[src/rtl/mem_stage_pkg.sv]
// Shared types and constants for the memory stage.
// Covers load/store funct3 encodings, the access FSM states and the W bundle.
package mem_stage_pkg;

    localparam logic [2:0] F3_LB  = 3'b000;
    localparam logic [2:0] F3_LH  = 3'b001;
    localparam logic [2:0] F3_LW  = 3'b010;
    localparam logic [2:0] F3_LBU = 3'b100;
    localparam logic [2:0] F3_LHU = 3'b101;

    localparam logic [1:0] RESULT_LOAD = 2'b01;

    typedef enum logic {
        IDLE = 1'b0,
        WAIT = 1'b1
    } mem_state_t;

    typedef struct packed {
        logic        reg_write;
        logic [1:0]  result_src;
        logic [4:0]  rd;
        logic [31:0] alu_result;
        logic [31:0] read_data;
        logic [31:0] pc_plus4;
        logic        misalign;
        logic        bus_err;
    } m_w_t;

endpackage

[src/rtl/flopr.sv]
// Resettable register with a synchronous active-high reset.
module flopr #(
    parameter int WIDTH = 8
) (
    input  logic             clk,
    input  logic             reset,
    input  logic [WIDTH-1:0] d,
    output logic [WIDTH-1:0] q
);

    always_ff @(posedge clk) begin
        if (reset) q <= '0;
        else       q <= d;
    end

endmodule

[src/rtl/memory_access_stage_load_store_align.sv]
// Byte-lane steering for stores and extraction/extension for loads.
module load_store_align
    import mem_stage_pkg::*;
(
    input  logic [2:0]  funct3,
    input  logic [1:0]  off,
    input  logic [31:0] store_data,
    input  logic [31:0] rdata,
    output logic [3:0]  be,
    output logic [31:0] wdata,
    output logic [31:0] load_data,
    output logic        misalign
);

    logic [7:0]  byte_lane;
    logic [15:0] half_lane;

    assign byte_lane = 8'(rdata >> {off, 3'b000});
    assign half_lane = off[1] ? rdata[31:16] : rdata[15:0];

    always_comb begin
        be       = 4'b0000;
        wdata    = store_data;
        misalign = 1'b0;
        // Only the size bits matter for steering; the sign bit is load-only.
        case (funct3[1:0])
            2'b00: begin
                be    = 4'b0001 << off;
                wdata = {4{store_data[7:0]}};
            end
            2'b01: begin
                be       = 4'b0011 << {off[1], 1'b0};
                wdata    = {2{store_data[15:0]}};
                misalign = off[0];
            end
            2'b10: begin
                be       = 4'b1111;
                misalign = (off != 2'b00);
            end
            default: ;
        endcase
    end

    always_comb begin
        load_data = rdata;
        case (funct3)
            F3_LB:   load_data = {{24{byte_lane[7]}}, byte_lane};
            F3_LBU:  load_data = {24'h0, byte_lane};
            F3_LH:   load_data = {{16{half_lane[15]}}, half_lane};
            F3_LHU:  load_data = {16'h0, half_lane};
            default: load_data = rdata;
        endcase
    end

endmodule

[src/rtl/memory_access_stage.sv]
// Pipeline M stage: data-memory handshake, stall control and M/W register.
module memory_access_stage
    import mem_stage_pkg::*;
#(
    parameter int TIMEOUT = 16
) (
    input  logic        clk,
    input  logic        reset,
    input  logic        RegWriteM,
    input  logic        MemWriteM,
    input  logic [1:0]  ResultSrcM,
    input  logic [2:0]  Funct3M,
    input  logic [4:0]  RdM,
    input  logic [31:0] ALUResultM,
    input  logic [31:0] WriteDataM,
    input  logic [31:0] PCPlus4M,
    output logic        mem_req,
    output logic        mem_we,
    output logic [31:0] mem_addr,
    output logic [3:0]  mem_be,
    output logic [31:0] mem_wdata,
    input  logic        mem_ack,
    input  logic [31:0] mem_rdata,
    output logic        StallM,
    output logic        RegWriteW,
    output logic [1:0]  ResultSrcW,
    output logic [4:0]  RdW,
    output logic [31:0] ALUResultW,
    output logic [31:0] ReadDataW,
    output logic [31:0] PCPlus4W,
    output logic        MisalignW,
    output logic        BusErrW
);

    localparam int CW = $clog2(TIMEOUT + 1);

    mem_state_t  state, state_next;
    logic [CW-1:0] cnt, cnt_next;
    logic        mem_op, misalign, complete, abort;
    logic [31:0] load_data;
    m_w_t        w_d, w_q;

    assign mem_op   = MemWriteM || (ResultSrcM == RESULT_LOAD);
    assign mem_we   = MemWriteM;
    assign mem_addr = {ALUResultM[31:2], 2'b00};

    load_store_align u_align (
        .funct3     (Funct3M),
        .off        (ALUResultM[1:0]),
        .store_data (WriteDataM),
        .rdata      (mem_rdata),
        .be         (mem_be),
        .wdata      (mem_wdata),
        .load_data  (load_data),
        .misalign   (misalign)
    );

    always_ff @(posedge clk) begin
        if (reset) begin
            state <= IDLE;
            cnt   <= '0;
        end else begin
            state <= state_next;
            cnt   <= cnt_next;
        end
    end

    always_comb begin
        state_next = state;
        cnt_next   = cnt;
        mem_req    = 1'b0;
        StallM     = 1'b0;
        complete   = 1'b0;
        abort      = 1'b0;
        if (!reset) begin
            unique case (state)
                IDLE: begin
                    if (mem_op && !misalign) begin
                        mem_req = 1'b1;
                        if (mem_ack) begin
                            complete = 1'b1;
                        end else begin
                            StallM     = 1'b1;
                            state_next = WAIT;
                            cnt_next   = CW'(1);
                        end
                    end
                end
                WAIT: begin
                    if (mem_ack) begin
                        mem_req    = 1'b1;
                        complete   = 1'b1;
                        state_next = IDLE;
                        cnt_next   = '0;
                    end else if (cnt == CW'(TIMEOUT)) begin
                        abort      = 1'b1;
                        state_next = IDLE;
                        cnt_next   = '0;
                    end else begin
                        mem_req  = 1'b1;
                        StallM   = 1'b1;
                        cnt_next = cnt + CW'(1);
                    end
                end
            endcase
        end
    end

    // Anything that is neither a result nor an error is a bubble.
    always_comb begin
        w_d = '0;
        if (complete || (!mem_op && state == IDLE)) begin
            w_d.reg_write  = RegWriteM;
            w_d.result_src = ResultSrcM;
            w_d.rd         = RdM;
            w_d.alu_result = ALUResultM;
            w_d.read_data  = load_data;
            w_d.pc_plus4   = PCPlus4M;
        end else if (mem_op && misalign && state == IDLE) begin
            w_d.misalign = 1'b1;
        end else if (abort) begin
            w_d.bus_err = 1'b1;
        end
    end

    flopr #(.WIDTH($bits(m_w_t))) u_w_reg (
        .clk   (clk),
        .reset (reset),
        .d     (w_d),
        .q     (w_q)
    );

    assign RegWriteW  = w_q.reg_write;
    assign ResultSrcW = w_q.result_src;
    assign RdW        = w_q.rd;
    assign ALUResultW = w_q.alu_result;
    assign ReadDataW  = w_q.read_data;
    assign PCPlus4W   = w_q.pc_plus4;
    assign MisalignW  = w_q.misalign;
    assign BusErrW    = w_q.bus_err;

endmodule

[config.mk]
export PLATFORM = sky130hd
export DESIGN_NAME = memory_access_stage
export DESIGN_NICKNAME = d
export VERILOG_FILES = /design/src/rtl/mem_stage_pkg.sv /design/src/rtl/flopr.sv /design/src/rtl/memory_access_stage_load_store_align.sv /design/src/rtl/memory_access_stage.sv
export SDC_FILE = /design/constraint.sdc
export NUM_CORES = 1
export LEC_CHECK = 0
export CAP_MARGIN = 20
export CORE_AREA = 3 3 123 125
export DETAILED_ROUTE_END_ITERATION = 16
export DIE_AREA = 0 0 126 128
export DONT_BUFFER_PORTS = 1
export GPL_TIMING_DRIVEN = 0
export PLACE_DENSITY = 0.44
export RECOVER_POWER = 100
export SLEW_MARGIN = 0
export SYNTH_ARGS = -nofsm -noshare
export SYNTH_HDL_FRONTEND = slang
export SYNTH_SLANG_ARGS = --single-unit
[constraint.sdc]
create_clock -name clk -period 2.05 [get_ports clk]
set_input_delay 0.3075 -clock clk [delete_from_list [all_inputs] [get_ports clk]]
set_output_delay 0.3075 -clock clk [all_outputs]
set_load 0.005 [all_outputs]
Word-level counts from Yosys, hierarchy flattened
Index checks and enable logic that the tools add are counted.

storage, ports and cells
  word-level logic and storage cells = 65
  bits in registers = 112
  output and inout bits = 177

cells by class
  shift-type cells = 3
  bitwise operators = 2
  eq/ne operators = 9
  add/sub/neg operators = 1
  multiplexer cells = 30
  reductions and logical operators = 15

operators by type and width
  kind                                                                   number
  32-bit case mux with 4 select lines                                    1
  32-bit case mux with 2 select lines                                    1
  32-bit by 5-bit right shift with 8-bit output                          1
  5-bit two-way mux                                                      4
  1-bit two-way mux                                                      17
  16-bit two-way mux                                                     1
  4-bit case mux with 3 select lines                                     1
  5-bit case mux with 2 select lines                                     1
  1-bit case mux with 2 select lines                                     4
  3-bit equality test, second input constant                             2
  5-bit by 1-bit adder with 5-bit output, second input constant          1
  5-bit equality test, second input constant                             1
  2-bit by 1-bit equality test with 1-bit output, second input constant  2
  1-bit logical AND                                                      4
  2-bit != test, second input constant                                   2
  2-bit OR reduction                                                     2
  1-bit by 2-bit left shift with 4-bit output, first input constant      1
  2-bit by 2-bit left shift with 4-bit output, first input constant      1
  3-bit by 1-bit equality test with 1-bit output, second input constant  1
  3-bit zero test                                                        1
  3-bit OR reduction                                                     1
  2-bit equality test, second input constant                             1
  1-bit zero test                                                        2
  2-bit zero test                                                        1
  4 further kinds                                                        6

Depth between registers and ports, before layout
Gate-level depths: netlist of run 1.

  depth after elaboration = 10
  depth in mapped cells = 8
  depth with buffers taken out = 6

Cells and area by module
From an unflattened synthesis of run 1, not the netlist that was laid out.

second synthesis, totals
  cells, all modules = 605
  area, all modules = 5542.8 um^2

by module, submodules not included
  module               sequential area each (um^2)  times used  cells an instance  area each (um^2)
  flopr                2122.0                       1           223                2852.7
  memory_access_stage  120.1                        1           197                1537.7
  load_store_align     0.0                          1           185                1152.4

Least setup slack after synthesis of run 1
No wires, ideal clock.

  kind = input port to output port
  start = input Funct3M[1]
  end = output StallM
  path slack = -219 ps
  stages = 7
  arrival time = 1961 ps
  cell sequence = clkbuf_1 inv_1 ha_1 o21ai_0 a21oi_1 or2_2 a2111oi_0

on the way
  cells in the longest elaborated chain, start to end = 7

RTL lines
  what                                                                                          RTL line                                    source
  start: declaration                                                                            memory_access_stage.sv:12                   input logic [2:0] Funct3M,
  2-bit equality test / 2-bit by 1-bit equality test with 1-bit output (equally long branches)  memory_access_stage_load_store_align.sv:26  case (funct3[1:0])
  1-bit case mux with 2 select lines (*)                                                        memory_access_stage_load_store_align.sv:26
  1-bit zero test (*)                                                                           memory_access_stage.sv:78                   if (mem_op && !misalign) begin
  1-bit logical AND (*)                                                                         memory_access_stage.sv:78
  1-bit two-way mux (*)                                                                         memory_access_stage.sv:78
  1-bit case mux with 2 select lines (*)                                                        memory_access_stage.sv:76                   unique case (state)
  1-bit two-way mux (*)                                                                         -
  end: declaration                                                                              memory_access_stage.sv:24                   output logic StallM,

Mark *: on every way between the ends. The rest lies on a longest branch, timed or not.

Final worst setup path of run 1
Ends and elaborated chain as after synthesis.

==> metrics.cfg, run 1 <==
[floorplan]
initial_core_util_pct = 31.36
die_h_um = 128
rows = 43
dieWidth_um = 126
io_pins = 320
coreArea_sq_um = 13990
dieArea_sq_um = 16130

[cells_and_area]
nets = 603
finalInstanceArea_sq_um = 4950
fin_util_pct = 35.38
regArea_sq_um = 2245
fin_cells = 639
fillCellCount = 1433
multiInputGateArea_sq_um = 1724
syn_to_final_growth_pct = 12.84
diodes = 0
layout-drive-gt1-share_pct = 21.79

[worst_setup_path]
path_class = input pin to output pin
worst_setup_path_start_kind = input pin
crit_chain = buf_4, inv_1, ha_1, o21ai_2, a21oi_2, or2_4, a2111oi_4
slowest_delay_ps = 320
worstPathMaxFanout = 9
crit_slowest_cell = a2111oi_4
worst-endpoint-arrival_ps = 1620
cp_data_required_time_ps = 1740
cp-end-kind = output pin

[yosys]
synthArstFlopShare_pct = 0
synth_ff_type = dfxtp_1
ys_types = 43
synth_adder_area_share_pct = 1.711
synth_enable_flop_cells = 0
synth-compound-area-share_pct = 14.26
syn_area_sq_um = 4387
muxShareOfSynthArea_pct = 4.877
syn_area_per_cell_sq_um = 9.947
synth-xor-area-share_pct = 0
yosysWarningCount = 0
yosys-top-cells-area = dfxtp_1, and2_1, buf_4
synth_top_family_by_area = simple AND/OR/NAND/NOR gates
synth-simple-area-share_pct = 17.48
yosys.area.top_type_share_pct = 51.11
yosysTopAreaCell = dfxtp_1
syn_inst = 441
ys_ff_latch = 112
seq_area_frac_synth_pct = 51.11

[timing]
worst_pin_slew_ps = 634.9
setup_viol = 0
rsz0062_at_grt = no
slew_violations = 0
period_needed_ps = 1927
layout_setup_ws_ps = 122.8
whs_ps = 76.96
fin_skew_ps = 9.901
max_freq_mhz = 518.9
timing.setup.tns_ps = 0
hold_viol = 0
period_share_pct = 94.01
slew_headroom_pct = 57.67

[clock_tree]
cts_sinks = 112
root_buffer = clkbuf_16
cts_tree = built
h-tree-depth = 3
clk_latency_ps = 350
numCtsBuffers = 9
cts_max_path_buffers = 2
clk_pin_slew_worst_paths_ps = 70

[drt]
first_iter_violations = 108
finalWirelength_mm = 13.69
final_antenna_net_count = 0
vias = 3166
drt_first_pass_iters = 4
drc = 0
detail_route.wl_per_cell_um = 21.42
vias_per_cell = 4.955

[grt]
antenna_found_initial = 0
grt_pass1_vias = 3230
grt_remaining_overflow = 0
grt_max_degree = 19
grt_pass1_wl_mm = 19.99
grtUsageTotal_pct = 16.29

[placed_design]
gp_congestion = 0.7821
place_area_sq_um = 4623
io_buffers = 0
placed_cells = 622
dp_slack_ps = -623.8
place_hpwl_mm = 11.07

[pwr]
p_leak_nw = 2.018
irDropWorstVdd_mv = 0.3451
power_density_nw_per_um2 = 919.2
fin_total_pwr_mw = 4.550

[run]
max-cap-violations = 0

[status]
status = finished, final reports clean

[min_path]
hold_path.class = input pin to flop

## where the power goes
group	total [mW]	leakage [nW]	internal, mW	switching (mW)
clock	1.64	0.128	0.837	0.801
sequential	2.42	0.924	2.33	0.0918
combinational	0.495	0.965	0.227	0.268
## worst max-delay path: cells and delay by family
family | cells | cell delay (ps)
AOI/OAI and AO/OA | 3 | 580
and+or+nand+nor | 1 | 290
buffers and inverters | 2 | 220
adders and majority gates | 1 | 210
## cell usage after synthesis, drive strengths merged, types with 2 or more instances
cell type,count
nor3,2
dfxtp,112
ha,6
a41oi,2
o21a,2
a22oi,23
clkbuf,15
buf,50
nand2,47
nor2,4
a311oi,3
a22o,8
nand2b,3
nor2b,3
o21bai,3
inv,7
and2,74
mux2,17
a21oi,39
nand3,3
o21ai,3
## cell usage in the layout (no fill, tap or decap), types with 4 or more instances in the layout
master     netlist  layout
clkbuf_1         8      13
and2_0           0      39
nor2_1           4       4
a22o_1           8       8
clkbuf_4         0      41
and2_1          74      34
ha_1             6       6
nand2_1         47      47
a22oi_1         23      23
a21oi_1         39      38
dfxtp_1        112     110
clkbuf_16        0       9
mux2_2          17      17
inv_1            7       7
buf_4           41       4
## path summary, 6_finish.rpt
kind	startpoint	endpoint	slack (ps)	cells after the start
worst min-delay path	ALUResultM[6]	u_w_reg.q[72]	80	1
worst min register to register	cnt[4]	cnt[4]	500	1
worst max register to register	state	u_w_reg.q[68]	320	4
worst max-delay path	Funct3M[1]	StallM	120	7
## per-layer routing
layer,vias to the layer above,track usage [%],part of all wire (%)
li1,1465,-,-
met1,1483,17.53,36
met2,199,29.11,53
met3,19,6.000,9.2
met4,0,6.309,2.0
met5,-,0,0
## final cells by class
| type | instances | area share (%) |
|---|---|---|
| buffer | 64 | 8.948 |
| clock inverter | 5 | 0.8089 |
| timing repair buffer | 2 | 0.2781 |
| sequential | 112 | 45.35 |
| inverter | 7 | 0.5308 |
| clock buffer | 11 | 4.702 |
| multi-input combinational | 258 | 34.83 |
| tap | 180 | 4.550 |
## cells by family after synthesis
family                     after synthesis
and+or+nand+nor                        140
DFF                                    112
AOI/OAI and AO/OA                       92
buffers and inverters                   72
muxes                                   18
adders and majority gates                6
other                                    1
## sequential cells by signal, indices dropped and copies added, names as in the netlist
signal,count
cnt,5
u_w_reg.q,106
state,1
## timing repair
action	CTS	global route
pin swaps	1	1
buffers inserted	1	0
hold buffers	0	1
setup endpoints to repair	17	8
gates resized for setup	15	10
hold endpoints to repair	0	1
(Power assumes the default switching activity.)
==> run 2, diff against run 1 <==
--- a/config.mk
+++ b/config.mk
@@ -11,6 +11,7 @@
 export DIE_AREA = 0 0 126 128
 export DONT_BUFFER_PORTS = 1
 export GPL_TIMING_DRIVEN = 0
+export HOLD_SLACK_MARGIN = 0.1
 export PLACE_DENSITY = 0.44
 export RECOVER_POWER = 100
 export SLEW_MARGIN = 0
==> run 2 against run 1 <==
Against the previous run: highest routed layer unchanged; final cell count grew 13%; hold slack gained 40 ps; routed wire length grew 8.0%; non-clock buffer count grew 83; sequential cell count is the same; combinational power grew 28%; total power grew 3.3%.
==> metrics.cfg, run 2 (synthesized netlist as in run 1, its figures left out) <==
[status]
status = finished, final reports clean

[timing]
period_share_pct = 94.11  ; +0.098 points
slew_violations = 0  ; unchanged
fin_skew_ps = 7.129  ; -2.773 ps
worst_pin_slew_ps = 649.7  ; +14.73 ps
rsz0062_at_grt = no
timing.setup.tns_ps = 0  ; unchanged
layout_setup_ws_ps = 120.8  ; -2.019 ps
whs_ps = 117.2  ; +40.23 ps
period_needed_ps = 1929  ; +2.019 ps
setup_viol = 0  ; unchanged
max_freq_mhz = 518.3  ; -0.10%
hold_viol = 0  ; unchanged
slew_headroom_pct = 56.69  ; -0.98 points

[placed_design]
placed_cells = 622  ; unchanged
dp_slack_ps = -623.8  ; unchanged
gp_congestion = 0.7821  ; unchanged
place_hpwl_mm = 11.07  ; unchanged
place_area_sq_um = 4623  ; unchanged
io_buffers = 0  ; unchanged

[worst_setup_path]
cp-end-kind = output pin
ff2ff_path_depth = 4  ; unchanged
worst_setup_path_start_kind = input pin
worst-endpoint-arrival_ps = 1620  ; about the same
crit_chain = buf_4, inv_1, ha_1, o21ai_2, a21oi_2, or2_4, a2111oi_4
slowest_delay_ps = 320  ; about the same
path_class = input pin to output pin
r2r-end = u_w_reg.q[7]
worstPathMaxFanout = 9  ; unchanged
crit_slowest_cell = a2111oi_4
cp_data_required_time_ps = 1740  ; about the same
rrSetupSlack_ps = 310  ; about the same
r2r_start = state

[drt]
drt_first_pass_iters = 4  ; unchanged
vias = 3473  ; +9.7%
detail_route.wl_per_cell_um = 20.47  ; -4.4%
first_iter_violations = 149  ; +38%
final_antenna_net_count = 0  ; unchanged
drc = 0  ; unchanged
finalWirelength_mm = 14.78  ; +8.0%
vias_per_cell = 4.810  ; -2.9%

[floorplan]
initial_core_util_pct = 31.36  ; unchanged
dieArea_sq_um = 16130  ; unchanged
die_h_um = 128  ; unchanged
rows = 43  ; unchanged
io_pins = 320  ; unchanged
dieWidth_um = 126  ; unchanged
coreArea_sq_um = 13990  ; unchanged

[cells_and_area]
layout-drive-gt1-share_pct = 17.71  ; -4.1 points
nets = 686  ; +14%
layout_commonest_cell = dfxtp_1
syn_to_final_growth_pct = 31.80
top_register = u_w_reg.q
finalInstanceArea_sq_um = 5782  ; +17%
mostFrequentLayoutCells = dfxtp_1, dlygate4sd3_1, nand2_1, and2_0, clkbuf_4
fin_util_pct = 41.33  ; +5.9 points
largest_reg_flops = 106  ; unchanged
reg.largest.list = u_w_reg.q (106), cnt (5), state (1)
fillCellCount = 1358  ; -5.2%
diodes = 0  ; unchanged
fin_cells = 722  ; +13%

[pwr]
power_density_nw_per_um2 = 812.6  ; -12%
irDropWorstVdd_mv = 0.3590  ; +4.0%
p_leak_nw = 2.352  ; +17%
fin_total_pwr_mw = 4.698  ; +3.3%

[min_path]
hold_end = u_w_reg.q[57]
min_path_cells = 2  ; +1
hold_path.class = input pin to flop
min_from = mem_rdata[23]

[grt]
grt_max_degree = 19  ; unchanged
grt_pass1_vias = 3693  ; +14%
grt_remaining_overflow = 0  ; unchanged
antenna_found_initial = 0  ; unchanged
grt_pass1_wl_mm = 21.65  ; +8.3%
grtUsageTotal_pct = 17.44  ; +1.1 points

[clock_tree]
clk_latency_ps = 350  ; about the same
cts_tree = built
numCtsBuffers = 9  ; unchanged
h-tree-depth = 3  ; unchanged
root_buffer = clkbuf_16
cts_max_path_buffers = 2  ; unchanged
cts_sinks = 112  ; unchanged
clk_pin_slew_worst_paths_ps = 70  ; about the same

[run]
max-cap-violations = 0  ; unchanged

-- run 2: cell type report --
| cell class | count | area [sq um] | share of cell area, % |
|---|---|---|---|
| Sequential cell | 112 | 2247 | 38.87 |
| Multi-Input combinational cell | 258 | 1730 | 29.93 |
| Timing Repair Buffer | 85 | 844.6 | 14.61 |
| Buffer | 64 | 435.4 | 7.531 |
| Clock buffer | 11 | 232.7 | 4.025 |
| Tap cell | 180 | 225.2 | 3.895 |
| Clock inverter | 5 | 40.04 | 0.6925 |
| Inverter | 7 | 26.28 | 0.4544 |
-- run 2: power by group --
group          switching [mW]  leakage (nW)  internal (mW)
logic                   0.304          1.30          0.330
registers              0.0932         0.924           2.32
clock network           0.809         0.128          0.837
total                    1.21          2.35           3.49
-- run 2: routing by layer --
layer,vias to the layer above,GRT usage (%),routed length (um)
met5,-,0,0
li1,1629,-,-
met4,0,6.246,315
met1,1613,18.79,5473
met2,209,31.80,7796
met3,22,5.875,1196
-- run 2: worst max path at each step --
stage / endpoint / startpoint / slack (ps) / depth (start not counted)
floorplan: mem_wdata[24] / Funct3M[1] / 60 / 8
global placement: mem_wdata[27] / Funct3M[1] / -590 / 8
detailed placement: mem_wdata[27] / Funct3M[1] / -620 / 8
CTS: mem_be[3] / Funct3M[1] / 3 / 7
global route: StallM / Funct3M[1] / 5 / 7
finish: StallM / Funct3M[1] / 120 / 7
-- run 2: critical path, delay by kind of cell --
| family | cells | cell delay, ps |
|---|---|---|
| AND/OR/NAND/NOR | 1 | 290 |
| adder cells (fa/ha/maj) | 1 | 210 |
| buffers and inverters | 2 | 220 |
| AO/OA/AOI/OAI | 3 | 580 |
-- run 2: what timing repair did --
item,in CTS,in global routing
resized for setup,15,10
pin swaps,1,1
setup buffers,1,0
hold endpoints to repair,87,0
setup endpoints to repair,17,8
hold buffers,84,0
==> run 3, diff against run 2 <==
--- a/config.mk
+++ b/config.mk
@@ -11,8 +11,7 @@
 export DIE_AREA = 0 0 126 128
 export DONT_BUFFER_PORTS = 1
 export GPL_TIMING_DRIVEN = 0
-export HOLD_SLACK_MARGIN = 0.1
-export PLACE_DENSITY = 0.44
+export PLACE_DENSITY_LB_ADDON = 0.3
 export RECOVER_POWER = 100
 export SLEW_MARGIN = 0
 export SYNTH_ARGS = -nofsm -noshare
==> run 3 against run 2 <==
Against the previous run: count of clock-buffer cells in the layout is 1 lower; sequential power is essentially flat; sequential share of layout area rose by 6.3 points; combinational power fell by 20%; die area unchanged; largest power group unchanged; fmax is 2.0% lower; sequential cell count unchanged; critical path type is now flop to output pin; highest routed layer unchanged.
==> metrics.cfg, run 3 (synthesized netlist as in run 1, its figures left out) <==
[timing]
max_freq_mhz = 508.0  ; -2.0%
period_needed_ps = 1969  ; +39.37 ps
slew_headroom_pct = 54.40  ; -2.3 points
rsz0062_at_grt = yes
fin_skew_ps = 4.234  ; -2.894 ps
slew_violations = 0  ; unchanged
hold_viol = 0  ; unchanged
timing.setup.tns_ps = 0  ; unchanged
period_share_pct = 96.03  ; +1.9 points
setup_viol = 0  ; unchanged
worst_pin_slew_ps = 682.5  ; +32.87 ps

[grt]
grt_remaining_overflow = 0  ; unchanged
grt_pass1_wl_mm = 18.76  ; -13%
grt_max_degree = 20  ; +1
grt_pass1_vias = 3241  ; -12%
grtUsageTotal_pct = 15.20  ; -2.2 points
antenna_found_initial = 1  ; +1

[drt]
vias = 3216  ; -7.4%
drt_first_pass_iters = 4  ; unchanged
drc = 0  ; unchanged
vias_per_cell = 5.033  ; +4.6%
final_antenna_net_count = 0  ; unchanged
detail_route.wl_per_cell_um = 20.81  ; +1.7%
first_iter_violations = 125  ; -16%
finalWirelength_mm = 13.30  ; -10%

[worst_setup_path]
cp_data_required_time_ps = 1740  ; about the same
path_buf_inv = 1  ; -1
slowest_delay_ps = 410  ; +90 ps
path_class = flop to output pin
crit_chain = inv_1, ha_1, and4bb_2, a2111oi_4
worst_setup_path_start_kind = flop
critPathTopFamily = compound AO/OA/AOI/OAI gates
worst-endpoint-arrival_ps = 1660  ; +40 ps
crit_slowest_cell = a2111oi_4
worstPathMaxFanout = 5  ; -4
cp-end-kind = output pin

[pwr]
pwr-share-clk_pct = 36.4  ; +1.4 points
p_sw_mw = 1.165  ; -3.4%
swShare_pct = 25.35  ; -0.32 points
p_comb_share_pct = 11.0  ; -2.5 points
power_density_nw_per_um2 = 926.3  ; +14%
internal-power_mw = 3.431  ; -1.7%
irDropWorstVdd_mv = 0.3811  ; +6.1%
p_leak_nw = 2.074  ; -12%
seqPwrFrac_pct = 52.5  ; +1.0 points

[cells_and_area]
layout_commonest_cell = dfxtp_1
syn_to_final_growth_pct = 13.12
fin_util_pct = 35.47  ; -5.9 points
mostFrequentLayoutCells = dfxtp_1, and2_1, nand2_1, clkbuf_4, a21oi_1
layout-drive-gt1-share_pct = 23.36  ; +5.7 points
top_register = u_w_reg.q
nets = 602  ; -12%
largest_reg_flops = 106  ; unchanged
reg.largest.list = u_w_reg.q (106), cnt (5), state (1)
fillCellCount = 1411  ; +3.9%

[run]
max-cap-violations = 0  ; unchanged

[placed_design]
place_hpwl_mm = 10.99  ; -0.77%
gp_congestion = 0.8321  ; +6.4%
io_buffers = 0  ; unchanged

[clock_tree]
cts_sinks = 112  ; unchanged
numCtsBuffers = 9  ; unchanged
cts_tree = built
clk_pin_slew_worst_paths_ps = 70  ; about the same
h-tree-depth = 3  ; unchanged
root_buffer = clkbuf_16
cts_max_path_buffers = 2  ; unchanged
clk_latency_ps = 340  ; about the same

[floorplan]
rows = 43  ; unchanged
coreArea_sq_um = 13990  ; unchanged
io_pins = 320  ; unchanged
dieWidth_um = 126  ; unchanged
die_h_um = 128  ; unchanged
initial_core_util_pct = 31.36  ; unchanged
dieArea_sq_um = 16130  ; unchanged

[status]
status = finished, final reports clean

[min_path]
hold_path.class = input pin to flop

-- run 3: layout make-up --
| type | instances | area [sq um] | share of cell area [%] |
|---|---|---|---|
| sequential | 112 | 2243 | 45.21 |
| multi-input combinational | 258 | 1728 | 34.82 |
| buffer | 64 | 440.4 | 8.875 |
| clock buffer | 10 | 239.0 | 4.816 |
| tap | 180 | 225.2 | 4.539 |
| clock inverter | 6 | 50.05 | 1.009 |
| inverter | 7 | 26.28 | 0.5295 |
| timing repair buffer | 1 | 7.507 | 0.1513 |
| antenna | 1 | 2.502 | 0.05043 |
-- run 3: power by group through the flow --
stage               sequential, mW  combinational (mW)  clock, mW
CTS                           2.42               0.511       1.73
floorplan                     2.43               0.393          0
finish                        2.41               0.507       1.68
detailed placement            2.47               0.496          0
global placement              2.47               0.487          0
global route                  2.43               0.559       1.81
-- run 3: timing repair --
item | 4_1_cts | 5_1_grt
buffers inserted | 1 | 0
endpoints found under the setup margin | 17 | 14
pin swaps | 1 | 1
hold buffers | 0 | 0
gates resized for setup | 13 | 7
-- run 3: final timing paths --
check | start | end | slack, ps | cells after the start
max | cnt[0] | StallM | 80 | 4
min | mem_ack | state | 30 | 1
max reg2reg | cnt[0] | cnt[4] | 300 | 6
min reg2reg | cnt[4] | cnt[4] | 510 | 1
-- run 3: layer usage --
metal  global-route usage (%)  up-vias  part of all wire [%]
met5                        0        -                     0
li1                         -     1466                     -
met2                    26.38      222                    49
met1                    16.45     1501                    37
met3                    5.042       27                   9.2
met4                    8.076        0                   4.4
-- run 3: worst register-to-register path, stage by stage (launching register included) --
cell and delay [ps]:
dfxtp_2 370, inv_1 80, ha_1 190, and4bb_2 280, nor3_2 300, a41oi_1 180, a311oi_1 270
-- run 3: through the flow --
step	cells	power [mW]	hold slack, ps	setup slack [ps]	instance area (sq um)
finish	639	4.597	32.35	81.42	4962
detailed placement	622	2.967	405.8	-580.2	4623
CTS	639	4.665	25.75	2.181	4962
global route	639	4.797	8.511	-19.14	4962
floorplan	442	2.825	396.7	58.97	4398
global placement	622	2.957	403.1	-552.8	4623
